<file path="src/rtl/hub75_pkg.sv">
// Shared types and constants for the HUB75 scan controller.
package hub75_pkg;

  typedef enum logic [2:0] {
    IDLE,
    SHIFT,
    LATCH,
    DISPLAY,
    BLANK
  } scan_state_t;

  // Bit positions of each colour inside the frame-buffer pixel pair
  localparam int BIT_R0 = 5;
  localparam int BIT_G0 = 4;
  localparam int BIT_B0 = 3;
  localparam int BIT_R1 = 2;
  localparam int BIT_G1 = 1;
  localparam int BIT_B1 = 0;

endpackage

</file>
<file path="src/rtl/hub75_shift_seq.sv">
// Slot/phase sequencer for one row shift: COLS+1 two-cycle slots, read column,
// shift clock, colour-capture strobe and end-of-shift flag.
module hub75_shift_seq
  import hub75_pkg::*;
#(
  parameter int COLS  = 64,
  parameter int COL_W = $clog2(COLS)
) (
  input  logic             clk,
  input  logic             reset_n,
  input  logic             start,
  input  logic             active,
  output logic [COL_W-1:0] col,
  output logic             sclk,
  output logic             capture,
  output logic             done
);

  localparam int SLOT_W = $clog2(COLS + 1);

  logic [SLOT_W-1:0] slot;
  logic [SLOT_W-1:0] slot_nxt;
  logic              phase;

  assign slot_nxt = slot + SLOT_W'(1);
  assign capture  = active && phase;
  assign done     = active && phase && (slot == SLOT_W'(COLS));

  always_ff @(posedge clk or negedge reset_n) begin
    if (!reset_n) begin
      slot  <= '0;
      phase <= 1'b0;
      col   <= '0;
      sclk  <= 1'b0;
    end else if (start) begin
      slot  <= '0;
      phase <= 1'b0;
      col   <= '0;
      sclk  <= 1'b0;
    end else if (active) begin
      if (!phase) begin
        phase <= 1'b1;
        // slot 0 has no sampled column yet, so it produces no shift pulse
        sclk  <= (slot != '0);
      end else begin
        phase <= 1'b0;
        slot  <= slot_nxt;
        sclk  <= 1'b0;
        if (slot < SLOT_W'(COLS - 1)) col <= slot_nxt[COL_W-1:0];
      end
    end
  end

endmodule

</file>
<file path="src/rtl/hub75_scan_ctrl.sv">
// HUB75 dual-scan panel controller: row FSM, row/display counters and the
// registered panel-side outputs.
module hub75_scan_ctrl
  import hub75_pkg::*;
#(
  parameter int COLS      = 64,
  parameter int COL_W     = $clog2(COLS),
  parameter int ROW_W     = 5,
  parameter int ON_CYCLES = 256
) (
  input  logic                   clk,
  input  logic                   reset_n,
  input  logic                   enable,
  output logic [ROW_W+COL_W-1:0] rd_addr,
  input  logic [5:0]             rd_data,
  output logic                   r0,
  output logic                   g0,
  output logic                   b0,
  output logic                   r1,
  output logic                   g1,
  output logic                   b1,
  output logic                   sclk,
  output logic                   lat,
  output logic                   oe_n,
  output logic [ROW_W-1:0]       addr,
  output logic                   busy,
  output logic                   frame_done,
  output scan_state_t            state_dbg
);

  // Frame-buffer port has no valid/ready: it is a fixed-latency read, data for
  // the address presented in cycle N is valid during cycle N+1.

  localparam int ON_W = $clog2(ON_CYCLES + 1);

  scan_state_t      state;
  logic [ROW_W-1:0] row;
  logic [ROW_W-1:0] row_inc;
  logic [ROW_W-1:0] rd_row;
  logic [ON_W-1:0]  on_cnt;
  logic [COL_W-1:0] col;
  logic             start;
  logic             capture;
  logic             shift_done;

  assign row_inc   = row + ROW_W'(1);
  assign start     = enable && (state == IDLE || state == BLANK);
  assign rd_addr   = {rd_row, col};
  assign state_dbg = state;

  hub75_shift_seq #(
    .COLS  (COLS),
    .COL_W (COL_W)
  ) u_seq (
    .clk     (clk),
    .reset_n (reset_n),
    .start   (start),
    .active  (state == SHIFT),
    .col     (col),
    .sclk    (sclk),
    .capture (capture),
    .done    (shift_done)
  );

  always_ff @(posedge clk or negedge reset_n) begin
    if (!reset_n) begin
      state      <= IDLE;
      row        <= '0;
      rd_row     <= '0;
      on_cnt     <= '0;
      lat        <= 1'b0;
      oe_n       <= 1'b1;
      addr       <= '0;
      busy       <= 1'b0;
      frame_done <= 1'b0;
      {r0, g0, b0, r1, g1, b1} <= 6'b0;
    end else begin
      frame_done <= 1'b0;
      if (capture) begin
        r0 <= rd_data[BIT_R0];
        g0 <= rd_data[BIT_G0];
        b0 <= rd_data[BIT_B0];
        r1 <= rd_data[BIT_R1];
        g1 <= rd_data[BIT_G1];
        b1 <= rd_data[BIT_B1];
      end
      case (state)
        IDLE: begin
          if (enable) begin
            state  <= SHIFT;
            rd_row <= row;
            busy   <= 1'b1;
          end
        end
        SHIFT: begin
          if (shift_done) begin
            state <= LATCH;
            lat   <= 1'b1;
            addr  <= row;
          end
        end
        LATCH: begin
          state  <= DISPLAY;
          lat    <= 1'b0;
          oe_n   <= 1'b0;
          on_cnt <= '0;
        end
        DISPLAY: begin
          if (on_cnt == ON_W'(ON_CYCLES - 1)) begin
            state <= BLANK;
            oe_n  <= 1'b1;
          end else begin
            on_cnt <= on_cnt + ON_W'(1);
          end
        end
        BLANK: begin
          row        <= row_inc;
          frame_done <= (row_inc == '0);
          if (enable) begin
            state  <= SHIFT;
            rd_row <= row_inc;
          end else begin
            state <= IDLE;
            busy  <= 1'b0;
          end
        end
        default: state <= IDLE;
      endcase
    end
  end

endmodule

</file>
<file path="config.mk">
export PLATFORM = sky130hd
export DESIGN_NAME = hub75_scan_ctrl
export DESIGN_NICKNAME = d
export VERILOG_FILES = /design/src/rtl/hub75_pkg.sv /design/src/rtl/hub75_shift_seq.sv /design/src/rtl/hub75_scan_ctrl.sv
export SDC_FILE = /design/constraint.sdc
export NUM_CORES = 1
export LEC_CHECK = 0
export CORE_ASPECT_RATIO = 1.75
export CORE_MARGIN = 2
export CORE_UTILIZATION = 50
export CTS_BUF_LIST = sky130_fd_sc_hd__clkbuf_8
export CTS_CLUSTER_DIAMETER = 60
export CTS_CLUSTER_SIZE = 12
export DETAILED_ROUTE_END_ITERATION = 12
export GPL_TIMING_DRIVEN = 1
export PLACE_DENSITY = 0.78
export SKIP_CTS_REPAIR_TIMING = 1
export SLEW_MARGIN = 20
export SYNTH_ARGS = -nofsm -noshare
export SYNTH_HDL_FRONTEND = slang
export SYNTH_SLANG_ARGS = --single-unit
</file>
<file path="constraint.sdc">
create_clock -name clk -period 1.86 [get_ports clk]
set_clock_uncertainty 0.15 [all_clocks]
set_input_delay 0.465 -clock clk [delete_from_list [all_inputs] [get_ports clk]]
set_output_delay 0.465 -clock clk [all_outputs]
set_load 0.1 [all_outputs]
</file>
==> impl_metrics.tcl, run 1 <==
set metrics [dict create \
    clk_path_buf_depth 2 \
    ys_warn_count 0 \
    drc 0 \
    cts_tree "built" \
    clock_latency_ns 0.31 \
    synth_area_um2 2440 \
    cts.sinks 52 \
    drive_above_1_share_pct 33.0 \
    io_pins 39 \
    violations "negative hold slack, negative setup slack" \
    cts_root_buffer "clkbuf_8" \
    fin_hold_ws_ns -0.0228 \
    leakage_nw 1.64 \
    ant_nets 0 \
    htreeDepth 2 \
    rsz0062_at_grt "true" \
    gr-total-overflow 0 \
    dieHeight_um 96.5 \
    drv_slew 0 \
    row_count 33 \
    pwr-share-clk_pct 15.1 \
    gp_congestion 0.793 \
    initial_utilization_pct 51.9 \
    synth_fp_nets 238 \
    intPower_mw 3.21 \
    period_minus_slack_ns 1.87 \
    numPortBuffers 38 \
    ys_ff_latch 52 \
    dp_cells 325 \
    finalCritPeriodShare_pct 100 \
    placed_area_um2 3360 \
    fp.coreArea_um2 4710 \
    die_area_um2 5480 \
    cp-end-kind "flop" \
    synth_seq_area_share_pct 53.3 \
    wl_um 5330 \
    dpl.hpwl_um 3770 \
    power_frac_seq_pct 29.3 \
    final_cell_area_um2 3520 \
    hold_violations 42 \
    crit_arrival_ns 1.93 \
    p_comb_share_pct 55.5 \
    place_ws_ns -0.0596 \
    grt_pass1_wl_um 8780 \
    finalSetupViolCount 1 \
    vias_per_cell 5.49 \
    ff2ff_setup_slack_ns -0.005 \
    swShare_pct 46.1 \
    fin_cells 334 \
    status "finished, violations left" \
    drv_cap 0 \
    yosysUniqueCellTypes 40 \
    layout_setup_ws_ns -0.00547 \
    hold_class "input pin to asynchronous set/reset pin" \
    dr.pass1.iters 4 \
    cp_data_required_time_ns 1.92 \
    vias 1833 \
    worst-path-max-fanout 8 \
    fin_nets 296 \
    grt_max_degree 53 \
    grt_usage_pct 21.1 \
    grt_pass1_vias 1851 \
    die_width_um 56.8 \
    slew_headroom_pct 78.2 \
    num-fill-cells 317 \
    area_delta_synth_final_pct 44.2 \
    wl_per_cell_um 15.9 \
    powerDensity_nw_per_um2 1690 \
    antenna_cells 0 \
    drt_iter0_markers 43 \
    antenna_found_initial 0 \
    reg2reg_depth 8 \
    vdd_drop_max_uv 1470 \
    fmax_mhz 536 \
    crit_type "flop to flop" \
    r2r_start "on_cnt[0]" \
    cts_buffers 5 \
    synthArstFlopShare_pct 100 \
    syn_area_per_cell_um2 11.0 \
    clk_pin_slew_ns 0.10 \
    synth_edf_count 0 \
    worstMarginPinSlew_ns 0.326 \
    switching_power_mw 2.74 \
    synth_ff_type "dfrtp_1" \
    syn_inst 223 \
    r2r-end "on_cnt[6]" \
    cp-start-kind "flop" \
]
cell usage in the layout (no fill, tap or decap), drive strengths merged, types with 2 or more instances in the layout:
cell / Yosys / routed
buf: 8 / 53
dfrtp: 51 / 51
nand2: 38 / 38
nor2: 23 / 23
mux2: 11 / 11
xor2: 10 / 10
xnor2: 10 / 10
clkdlybuf4s50: 0 / 7
inv: 5 / 6
a21oi: 6 / 6
nand3: 6 / 6
nand4: 6 / 6
ha: 6 / 6
clkbuf: 1 / 5
and3: 4 / 4
o21ai: 4 / 4
nor3b: 4 / 4
nor3: 3 / 3
nand2b: 3 / 3
mux2i: 3 / 3
a211oi: 3 / 3
a31oi: 2 / 2
a22o: 2 / 2
bufinv: 0 / 2
and4bb: 2 / 2
nor2b: 2 / 2
worst max-delay path, stage by stage (launching register included):
cell and delay, ns:
dfrtp_1 0.40, ha_2 0.20, nand3_2 0.08, nor2_2 0.05
ha_2 0.16, and4bb_4 0.35, nor3b_4 0.20, xnor2_1 0.13
nor2_1 0.05
cells by family (layout without fill, tap and decap cells):
group           after synthesis  count (layout)  synth area share [%]
buf+inv                      14              73                  2.66
simple gates                 96              96                  21.2
mux                          14              14                  6.30
flops                        52              52                  53.3
xor+xnor                     20              20                  7.17
compound gates               21              21                  6.30
fa+ha+maj                     6               6                  3.07
cells in the mapped netlist (2+ instances only):
library cell | count | area [µm²]
nor3b_2 | 3 | 37.5
nand4_1 | 5 | 31.3
mux2_2 | 6 | 67.6
xor2_1 | 10 | 87.6
nor2b_1 | 2 | 12.5
dfrtp_1 | 51 | 1280
and3_1 | 4 | 25.0
inv_1 | 5 | 18.8
mux2i_1 | 3 | 30.0
nor2_2 | 3 | 18.8
xnor2_1 | 10 | 87.6
a22o_1 | 2 | 17.5
a31oi_1 | 2 | 12.5
a21oi_1 | 6 | 30.0
ha_1 | 6 | 75.1
nand2_1 | 38 | 143
buf_2 | 7 | 35.0
a211oi_1 | 3 | 22.5
nor3_1 | 3 | 15.0
nor2_1 | 20 | 75.1
nand2b_1 | 3 | 18.8
mux2_1 | 5 | 56.3
o21ai_0 | 4 | 20.0
nand3_1 | 6 | 30.0
worst max-delay path by stage:
stage / startpoint / endpoint / cells after the start
2_1_floorplan: state_dbg[0] / rd_row[4] / 5
3_3_place_gp: enable / rd_row[1] / 4
3_5_place_dp: enable / rd_row[0] / 4
4_1_cts: on_cnt[0] / on_cnt[6] / 8
5_1_grt: on_cnt[4] / on_cnt[6] / 8
6_report: on_cnt[0] / on_cnt[6] / 8
per-layer routing:
| layer | vias up | share of wire [%] | GRT usage [%] |
|---|---|---|---|
| met5 | - | 0 | 0 |
| met3 | 7 | 2.6 | 3.73 |
| met2 | 34 | 56 | 38.3 |
| met1 | 921 | 39 | 24.4 |
| met4 | 0 | 1.7 | 8.91 |
| li1 | 871 | - | - |
final cells by class:
cell class | count | area (µm²) | share of cell area [%]
clock inverters | 3 | 63.8 | 1.81
well taps | 52 | 65.1 | 1.85
repair buffers | 60 | 857 | 24.3
multi-input cells | 157 | 1140 | 32.3
clock buffers | 5 | 68.8 | 1.95
inverters | 5 | 18.8 | 0.532
flip-flops and latches | 52 | 1310 | 37.3
registers in the layout, summed over array words and instances, names as in the netlist, 3 cells and up:
signal      flops
on_cnt          9
u_seq.col       6
row             5
rd_row          5
state_dbg       3
u_seq.slot      7
addr            5
stage by stage:
step                      hold WS, ns  total power [mW]  util, %  setup TNS [ns]
after floorplan                0.0194              3.79        -          -0.164
after global placement          0.326              4.94     71.3          -0.139
after detailed placement        0.327              5.02     71.3          -0.351
after CTS                     -0.0133              5.95     74.1          -0.198
after global routing          0.00606              6.21     74.9          -0.430
final                         -0.0228              5.96     74.9        -0.00547
power groups by stage:
stage                     sequential, mW  combinational [mW]  clock [mW]
final                               1.75                3.31       0.902
after global routing                1.79                3.48       0.951
after CTS                           1.75                3.28       0.918
after detailed placement            1.77                3.25           0
after global placement              1.75                3.19           0
after floorplan                     2.80               0.994           0
Note: power is estimated with default switching activity, not from simulation.
==> run 2: changes to the inputs <==
- RECOVER_POWER: unset -> 100
==> impl_metrics.tcl, run 2 (synthesized netlist as in run 1, its figures left out) <==
set metrics [dict create \
    vdd_drop_max_uv 1470 \
    num-fill-cells 319 \
    cp.depth 8 \
    grt_pass1_vias 1851 \
    finalCritPeriodShare_pct 100 \
    die_width_um 56.8 \
    crit_arrival_ns 1.93 \
    clk_pin_slew_ns 0.10 \
    regMostFlops "on_cnt" \
    cp-start-kind "flop" \
    path_buf_inv 0 \
    drv_cap 0 \
    drt_iter0_markers 43 \
    antenna_found_initial 0 \
    vias 1832 \
    fin_hold_ws_ns 0.345 \
    layout_commonest_cell "dfrtp_1" \
    fmax_mhz 536 \
    cpMaxStageDelayCell "dfrtp_1" \
    io_pins 39 \
    clk_path_buf_depth 2 \
    grt_usage_pct 21.1 \
    hold_class "input pin to asynchronous set/reset pin" \
    htreeDepth 2 \
    cts_root_buffer "clkbuf_8" \
    startpoint "on_cnt[0]" \
    top_regs "on_cnt: 9 flops, u_seq.slot: 7 flops, u_seq.col: 6 flops" \
    largest_reg_flops 9 \
    rsz0062_at_grt "true" \
    cp_top_family "simple AND/OR/NAND/NOR gates" \
    swShare_pct 46.1 \
    switching_power_mw 2.75 \
    intPower_mw 3.21 \
    gp_congestion 0.793 \
    die_area_um2 5480 \
    crit_type "flop to flop" \
    dieHeight_um 96.5 \
    multi_input_area_um2 1140 \
    wl_per_cell_um 16.0 \
    slew_headroom_pct 16.4 \
    row_count 33 \
    cts_tree "built" \
    hold_violations 0 \
    leakage_nw 1.63 \
    initial_utilization_pct 51.9 \
    p_comb_share_pct 55.5 \
    wl_um 5330 \
    gr-total-overflow 0 \
    power_frac_seq_pct 29.3 \
    top_layer_used "met4" \
    placed_area_um2 3360 \
    dr_wl_met2_um 3010 \
    ant_nets 0 \
    r2r_start "on_cnt[0]" \
    layout_setup_ws_ns -0.00547 \
    worst-path-max-fanout 8 \
    antenna_cells 0 \
    numPortBuffers 38 \
    powerDensity_nw_per_um2 1700 \
    total_power_mw 5.95 \
    clock_latency_ns 0.31 \
    finalSetupViolCount 1 \
    wl_met1_um 2100 \
    regArea_um2 1310 \
    status "finished, violations left" \
    max_stage_delay_ns 0.40 \
    cp_data_required_time_ns 1.92 \
    reg2reg_depth 8 \
    dpl.hpwl_um 3770 \
    area_delta_synth_final_pct 43.6 \
    violations "negative setup slack" \
    fp.coreArea_um2 4710 \
    final_cell_area_um2 3510 \
    grt_max_degree 53 \
    vias_per_cell 5.49 \
    period_minus_slack_ns 1.87 \
    wl_met3_um 135 \
    drc 0 \
    crit_chain "ha_2 -> nand3_2 -> nor2_2 -> ha_2 -> and4bb_4 -> nor3b_4 -> xnor2_1 -> nor2_1" \
    grt_pass1_wl_um 8780 \
    cts.sinks 52 \
    worstMarginPinSlew_ns 1.25 \
    drive_above_1_share_pct 33.0 \
    fin_nets 296 \
    crit_path_frequent_cell "ha_2" \
    cp-end-kind "flop" \
    dr.pass1.iters 4 \
    mostFrequentLayoutCells "dfrtp_1 (48), nand2_1 (38), buf_12 (30)" \
    pwr-share-clk_pct 15.1 \
    drv_slew 0 \
    cts_buffers 5 \
]
-- run 2: cell types whose count changed in the layout (fill, tap and decap cells not counted), sizes merged --
cell,previous run,this run
clkbuf,5,6
buf,53,52
-- run 2: worst reg2reg max path, stage by stage (launching register included) --
cell and delay (ns):
dfrtp_1 0.40, ha_2 0.20, nand3_2 0.08, nor2_2 0.05, ha_2 0.16, and4bb_4 0.35
nor3b_4 0.20, xnor2_1 0.13, nor2_1 0.05
-- run 2: metal layers --
layer  up-vias  track usage [%]
li1        870                -
met1       923             24.4
met2        32             38.3
met3         7             3.73
met4         0             8.91
met5         -                0
-- run 2: path summary, 6_finish.rpt --
check | slack [ns] | end
worst max-delay path | -0.005 | on_cnt[6]
worst min-delay path | 0.35 | addr[4]
worst max register to register | -0.005 | on_cnt[6]
worst min register to register | 0.39 | oe_n
max in group asynchronous | 0.30 | state_dbg[0]
min in group clk | 0.39 | oe_n
-- run 2: power groups by stage --
stage               registers, mW  logic [mW]  clock network (mW)
global placement             1.75        3.19                   0
detailed placement           1.77        3.25                   0
floorplan                    2.80       0.994                   0
CTS                          1.75        3.28               0.918
global route                 1.79        3.47               0.951
finish                       1.75        3.30               0.902
-- run 2: area by class of cell --
cell class                 count  area share [%]
sequential                    52            37.4
multi-input combinational    157            32.4
timing repair buffer          60            24.0
clock buffer                   5            1.96
tap                           52            1.85
clock inverter                 3            1.82
inverter                       5           0.535
-- run 2: through the flow --
step	setup TNS (ns)	utilization (%)	setup slack, ns	instances
2_1_floorplan	-0.164	-	-0.0229	223
3_3_place_gp	-0.139	71.3	-0.0286	325
3_5_place_dp	-0.351	71.3	-0.0596	325
4_1_cts	-0.198	74.1	-0.0587	333
5_1_grt	-0.535	74.6	-0.0931	334
6_report	-0.00547	74.6	-0.00547	334
